[config.mk]
export PLATFORM = sky130hd
export DESIGN_NAME = boot_loader_ctrl
export DESIGN_NICKNAME = d
export VERILOG_FILES = /design/src/rtl/boot_loader_ctrl.sv
export SDC_FILE = /design/constraint.sdc
export NUM_CORES = 1
export LEC_CHECK = 0
export CORE_MARGIN = 3
export CORE_UTILIZATION = 68
export CTS_CLUSTER_SIZE = 25
export DETAILED_ROUTE_END_ITERATION = 7
export DONT_BUFFER_PORTS = 1
export GPL_ROUTABILITY_DRIVEN = 0
export PLACE_DENSITY = 0.84
export SLEW_MARGIN = 40
export SYNTH_ARGS = -nofsm -noshare
export SYNTH_HDL_FRONTEND = slang
export SYNTH_SLANG_ARGS = --single-unit
[constraint.sdc]
create_clock -name clk -period 6.25 [get_ports clk]
set_input_delay 1.25 -clock clk [delete_from_list [all_inputs] [get_ports clk]]
set_output_delay 1.25 -clock clk [all_outputs]
set_load 0.05 [all_outputs]
[src/rtl/boot_loader_ctrl.sv]
// rtl/boot_loader_ctrl.sv - boot sequencer: loads a UART frame into RAM, then hands the RAM port to the cpu
module boot_loader_ctrl #(
   parameter logic [31:0] BASE_ADDR = 32'h0000_0000,
   parameter int          MAX_WORDS = 256
) (
   input  logic        clk,
   input  logic        rst,
   input  logic        boot_req,
   input  logic        rx_valid,
   input  logic [7:0]  rx_data,
   input  logic [31:0] cpu_mem_addr,
   input  logic [31:0] cpu_mem_wdata,
   input  logic        cpu_mem_rstrb,
   input  logic [3:0]  cpu_mem_wstrb,
   output logic [31:0] mem_addr,
   output logic [31:0] mem_wdata,
   output logic        mem_rstrb,
   output logic [3:0]  mem_wstrb,
   output logic        cpu_rst_n,
   output logic        busy,
   output logic        done,
   output logic        err
);

   typedef enum logic [2:0] {
      S_LEN_LO,
      S_LEN_HI,
      S_DATA,
      S_RELEASE,
      S_RUN,
      S_ERR
   } state_t;

   localparam logic [16:0] MAX_W = 17'(MAX_WORDS);

   state_t      state_q, state_d;
   logic [15:0] n_q, n_d;
   logic [15:0] k_q, k_d;
   logic [1:0]  byte_idx_q, byte_idx_d;
   logic [31:0] asm_q, asm_d;
   logic [31:0] wr_word_q, wr_word_d;
   logic [31:0] wr_addr_q, wr_addr_d;
   logic        wr_pend_q, wr_pend_d;

   logic [15:0] n_full;
   logic [15:0] word_idx;

   always_ff @(posedge clk or posedge rst) begin
      if (rst) begin
         state_q    <= S_LEN_LO;
         n_q        <= '0;
         k_q        <= '0;
         byte_idx_q <= '0;
         asm_q      <= '0;
         wr_word_q  <= '0;
         wr_addr_q  <= '0;
         wr_pend_q  <= 1'b0;
      end else begin
         state_q    <= state_d;
         n_q        <= n_d;
         k_q        <= k_d;
         byte_idx_q <= byte_idx_d;
         asm_q      <= asm_d;
         wr_word_q  <= wr_word_d;
         wr_addr_q  <= wr_addr_d;
         wr_pend_q  <= wr_pend_d;
      end
   end

   always_comb begin
      state_d    = state_q;
      n_d        = n_q;
      k_d        = k_q;
      byte_idx_d = byte_idx_q;
      asm_d      = asm_q;
      wr_word_d  = wr_word_q;
      wr_addr_d  = wr_addr_q;
      wr_pend_d  = wr_pend_q;
      n_full     = {rx_data, n_q[7:0]};
      // words already captured, including one still waiting for its write cycle
      word_idx   = k_q + 16'(wr_pend_q);

      case (state_q)
         S_LEN_LO: begin
            if (rx_valid) begin
               n_d[7:0] = rx_data;
               state_d  = S_LEN_HI;
            end
         end
         S_LEN_HI: begin
            if (rx_valid) begin
               n_d[15:8] = rx_data;
               if (n_full == 16'd0 || {1'b0, n_full} > MAX_W) begin
                  state_d = S_ERR;
               end else begin
                  state_d    = S_DATA;
                  byte_idx_d = '0;
                  k_d        = '0;
               end
            end
         end
         S_DATA: begin
            if (wr_pend_q) begin
               wr_pend_d = 1'b0;
               k_d       = k_q + 16'd1;
               if (k_q == n_q - 16'd1) begin
                  state_d = S_RELEASE;
               end
            end
            // bytes past the last word of the frame are dropped
            if (rx_valid && word_idx < n_q) begin
               asm_d[{byte_idx_q, 3'b000} +: 8] = rx_data;
               byte_idx_d = byte_idx_q + 2'd1;
               if (byte_idx_q == 2'd3) begin
                  wr_word_d = {rx_data, asm_q[23:0]};
                  wr_addr_d = BASE_ADDR + {14'd0, word_idx, 2'b00};
                  wr_pend_d = 1'b1;
               end
            end
         end
         S_RELEASE: state_d = S_RUN;
         S_RUN:     state_d = S_RUN;
         S_ERR:     state_d = S_ERR;
         default:   state_d = S_LEN_LO;
      endcase

      if (boot_req) begin
         state_d    = S_LEN_LO;
         byte_idx_d = '0;
         k_d        = '0;
         wr_pend_d  = 1'b0;
      end
   end

   always_comb begin
      cpu_rst_n = (state_q == S_RUN);
      busy      = (state_q != S_RUN);
      done      = (state_q == S_RUN);
      err       = (state_q == S_ERR);
      mem_addr  = '0;
      mem_wdata = '0;
      mem_rstrb = 1'b0;
      mem_wstrb = '0;
      if (state_q == S_RUN) begin
         mem_addr  = cpu_mem_addr;
         mem_wdata = cpu_mem_wdata;
         mem_rstrb = cpu_mem_rstrb;
         mem_wstrb = cpu_mem_wstrb;
      end else if (wr_pend_q) begin
         mem_addr  = wr_addr_q;
         mem_wdata = wr_word_q;
         mem_wstrb = 4'b1111;
      end
   end

endmodule

==> metrics.md <==
| Metric | Value |
|---|---|
| Worst-path maximum fanout | `54` |
| Via count | `5597` |
| Routed Antenna Nets | `0` |
| Worst path arrival time | `3.00 ns` |
| Grt ovf | `0` |
| Width of the die | `105.2 um` |
| Dpl hpwl | `between 10000 and 15000 um` |
| Fin. max-slew vios | `0` |
| DR iter-0 viols | `468` |
| Total wire length | `about 16000 um` |
| Logic pwr share | `18.6%` |
| Top FF cell, synth | `dfrtp_1` |
| CTS buffer count | `9` |
| Height of the die | `105.2 um` |
| Max clock buf depth | `2` |
| Worst hold path type | `reg2reg` |
| Post_cts resized | `0` |
| Placed inst area | `6713 sq um` |
| Count of final hold-check violations | `0` |
| Drt drc | `0` |
| Htree depth | `3` |
| Relative slew margins | `51.89%` |
| Fin crit share | `68.05%` |
| Worst-Skew Late Latency | `approximately 0.38 ns` |
| CP Cell Sequence | `nor2_2, nand2_2, buf_4, inv_4, nand2_1, nand2_1` |
| Worst Path Required | `5.00 ns` |
| Crit Path Category | `reg2out` |
| CTS Sinks | `110` |
| # port buffers | `0` |
| Slew @ Worst Pin | `0.7216 ns` |
| Mapped cell area | `6691 sq um` |
| Final nets | `877` |
| CTS tree | `yes` |
| Commonest cells post-synth | `nand2_1, dfrtp_1, nand3_1` |
| Number of global-route vias before repair | `between 5000 and 6000` |
| Most common cell in the netlist | `nand2_1` |
| P_int | `993.6 uW` |
| Largest cells by area after synthesis | `dfrtp_1, nand2_1, nand3_1` |
| Drt pass-1 iters | `5` |
| CTS root buf | `clkbuf_8` |
| Slowest stage delay, CP | `slightly above 0.6 ns` |
| # rows | `35` |
| RSZ-0062 raised after global routing | `no` |
| Switching Fraction | `33.58%` |
| Max-Cap Viols | `0` |
| Io pins | `154` |
| CP Capture Type | `primary output` |
| Clock skew | `0.01873 ns` |
| Antenna violations before repair | `0` |
| Largest net degree at the start of global routing | `66` |
| Worst vdd ir | `between 0.00015 and 0.0002 V` |
| Sequential area share after synthesis | `41.14%` |
| Fmax achieved | `~240 MHz` |
| P_sw | `502.4 uW` |
| GRT Resource Usage Total | `29.35%` |
| Share of the synthesized area in the top cell type | `around 41%` |
| Design Area, Final | `6948 sq um` |
| Antenna Cells | `0` |
| Clock group share of total power | `~28%` |
| Mapped Avg Cell Area | `8.333 sq um` |
| Endpoints failing setup | `0` |
| Most frequent CP cell | `nand2_1` |
| Starting Density | `a little under three quarters` |
| First-pass GRT wire length | `26540 um` |
| Pwr Density | `215.3 nW/um^2` |
| Via density | `6.178` |
| Synth async-reset ratio | `100.0%` |
| Library cells used by synthesis | `60` |
| Layout cells sized above 1 | `8.366%` |
| Post-CTS setup buffer count | `0` |
| Sequential power share | `52.9%` |
| CTS Hold Bufs | `0` |
| Total core area | `9415 sq um` |
| Crit path time final | `4.253 ns` |
| Clk slew on worst S/H paths | `0.11 ns` |
| Syn_nets | `908` |
| Setup TNS Final | `0 ns` |
| Filler cells | `717` |
| DIE AREA | `11070 sq um` |
| Outcome | `complete, no violations` |
| Slowest-stage cell, CP | `inv_4` |
| CP Buf/Inv Count | `2` |
| Worst path top cell family by delay | `simple AND/OR/NAND/NOR gates` |
| Post-synthesis cell count | `about 800` |
| WL per Instance | `17.68 um` |
| Dominant cell type by area after synthesis | `dfrtp_1` |
| EDFF count, synth | `0` |
| P_leak | `about 3.5 nW` |
| Syn. warnings | `0` |
| Yosys reg bits | `110` |
| Critical path launch point type | `flip-flop` |
| Layout Area Growth over Synthesis | `3.833%` |
## power by group through the flow
stage	clock (mW)	sequential (mW)	combinational, mW
4_1_cts	0.431	0.790	0.273
5_1_grt	0.457	0.797	0.308
6_report	0.426	0.791	0.278
2_1_floorplan	0	0.788	0.235
3_3_place_gp	0	0.802	0.259
3_5_place_dp	0	0.803	0.271
## flip-flops by register name (all words and copies together) (netlist names)
signal and cells:
asm_q 24, wr_pend_q 1, k_q 16, state_q 3
byte_idx_q 2, wr_word_q 32, n_q 16, wr_addr_q 16
## metrics by stage
step | util [%] | instances | power (mW) | hold slack (ns) | setup WS, ns
after floorplan | - | 803 | 1.023 | 0.4495 | 2.098
after global placement | 71.19 | 889 | 1.061 | 0.4634 | 2.046
after detailed placement | 71.30 | 889 | 1.074 | 0.4699 | 2.028
after CTS | 73.44 | 905 | 1.494 | 0.4967 | 1.851
after global routing | 73.79 | 906 | 1.561 | 0.5158 | 1.779
final | 73.79 | 906 | 1.496 | 0.4939 | 1.997
## worst min-delay path, delay by kind of cell, from the launching register on
family / cells / cell delay, ns
flops: 1 / 0.36
simple gates: 1 / 0.04
compound gates: 1 / 0.06
## final timing paths
check                                end          start  cells past startpoint  slack [ns]
max in group asynchronous        k_q[11]            rst                      2        4.50
min reg2reg                wr_word_q[19]  wr_word_q[19]                      2        0.49
max                          mem_addr[4]     state_q[1]                      6        2.00
max reg2reg                 wr_addr_q[4]         k_q[2]                     12        2.16
min in group asynchronous   wr_word_q[7]            rst                      1        0.80
min                        wr_word_q[19]  wr_word_q[19]                      2        0.49
## routing by layer
layer | part of all wire (%) | GRT usage, % | vias up
met1 | 41 | 40.67 | 2619
met4 | 2.4 | 8.247 | 0
met3 | 8.4 | 5.065 | 38
li1 | - | - | 2665
met5 | 0 | 0 | -
met2 | 48 | 47.72 | 275
## kinds of logic (layout without fill, tap and decap cells)
| family | count (synthesis) | count (layout) | share of synthesized area [%] |
|---|---|---|---|
| and+or+nand+nor | 375 | 375 | 25.86 |
| AOI/OAI and AO/OA | 117 | 117 | 10.71 |
| DFF | 110 | 110 | 41.14 |
| buffers and inverters | 94 | 68 | 5.572 |
| muxes | 49 | 49 | 7.779 |
| xor gates and xnor gates | 34 | 34 | 4.450 |
| adders and majority gates | 24 | 24 | 4.488 |
## final cells by class
cell class,count,area [sq um],share of cell area [%]
multi-input cells,599,3606,51.90
flip-flops and latches,110,2753,39.62
inverters,46,177.7,2.557
well taps,129,161.4,2.323
clock buffers,9,123.9,1.783
clock inverters,7,77.57,1.117
repair buffers,6,48.80,0.7023
## cells in the final DEF (no fill, tap or decap), types with 12 or more instances in the layout
cell type / count
nand2_1: 200
ha_1: 24
xnor2_1: 22
o21ai_0: 60
and3_1: 22
dfrtp_1: 110
xor2_1: 12
mux2_2: 24
nand3_1: 63
mux2i_1: 25
nor2_1: 33
a21oi_1: 15
inv_1: 44
Note: power is estimated with default switching activity, not from simulation.
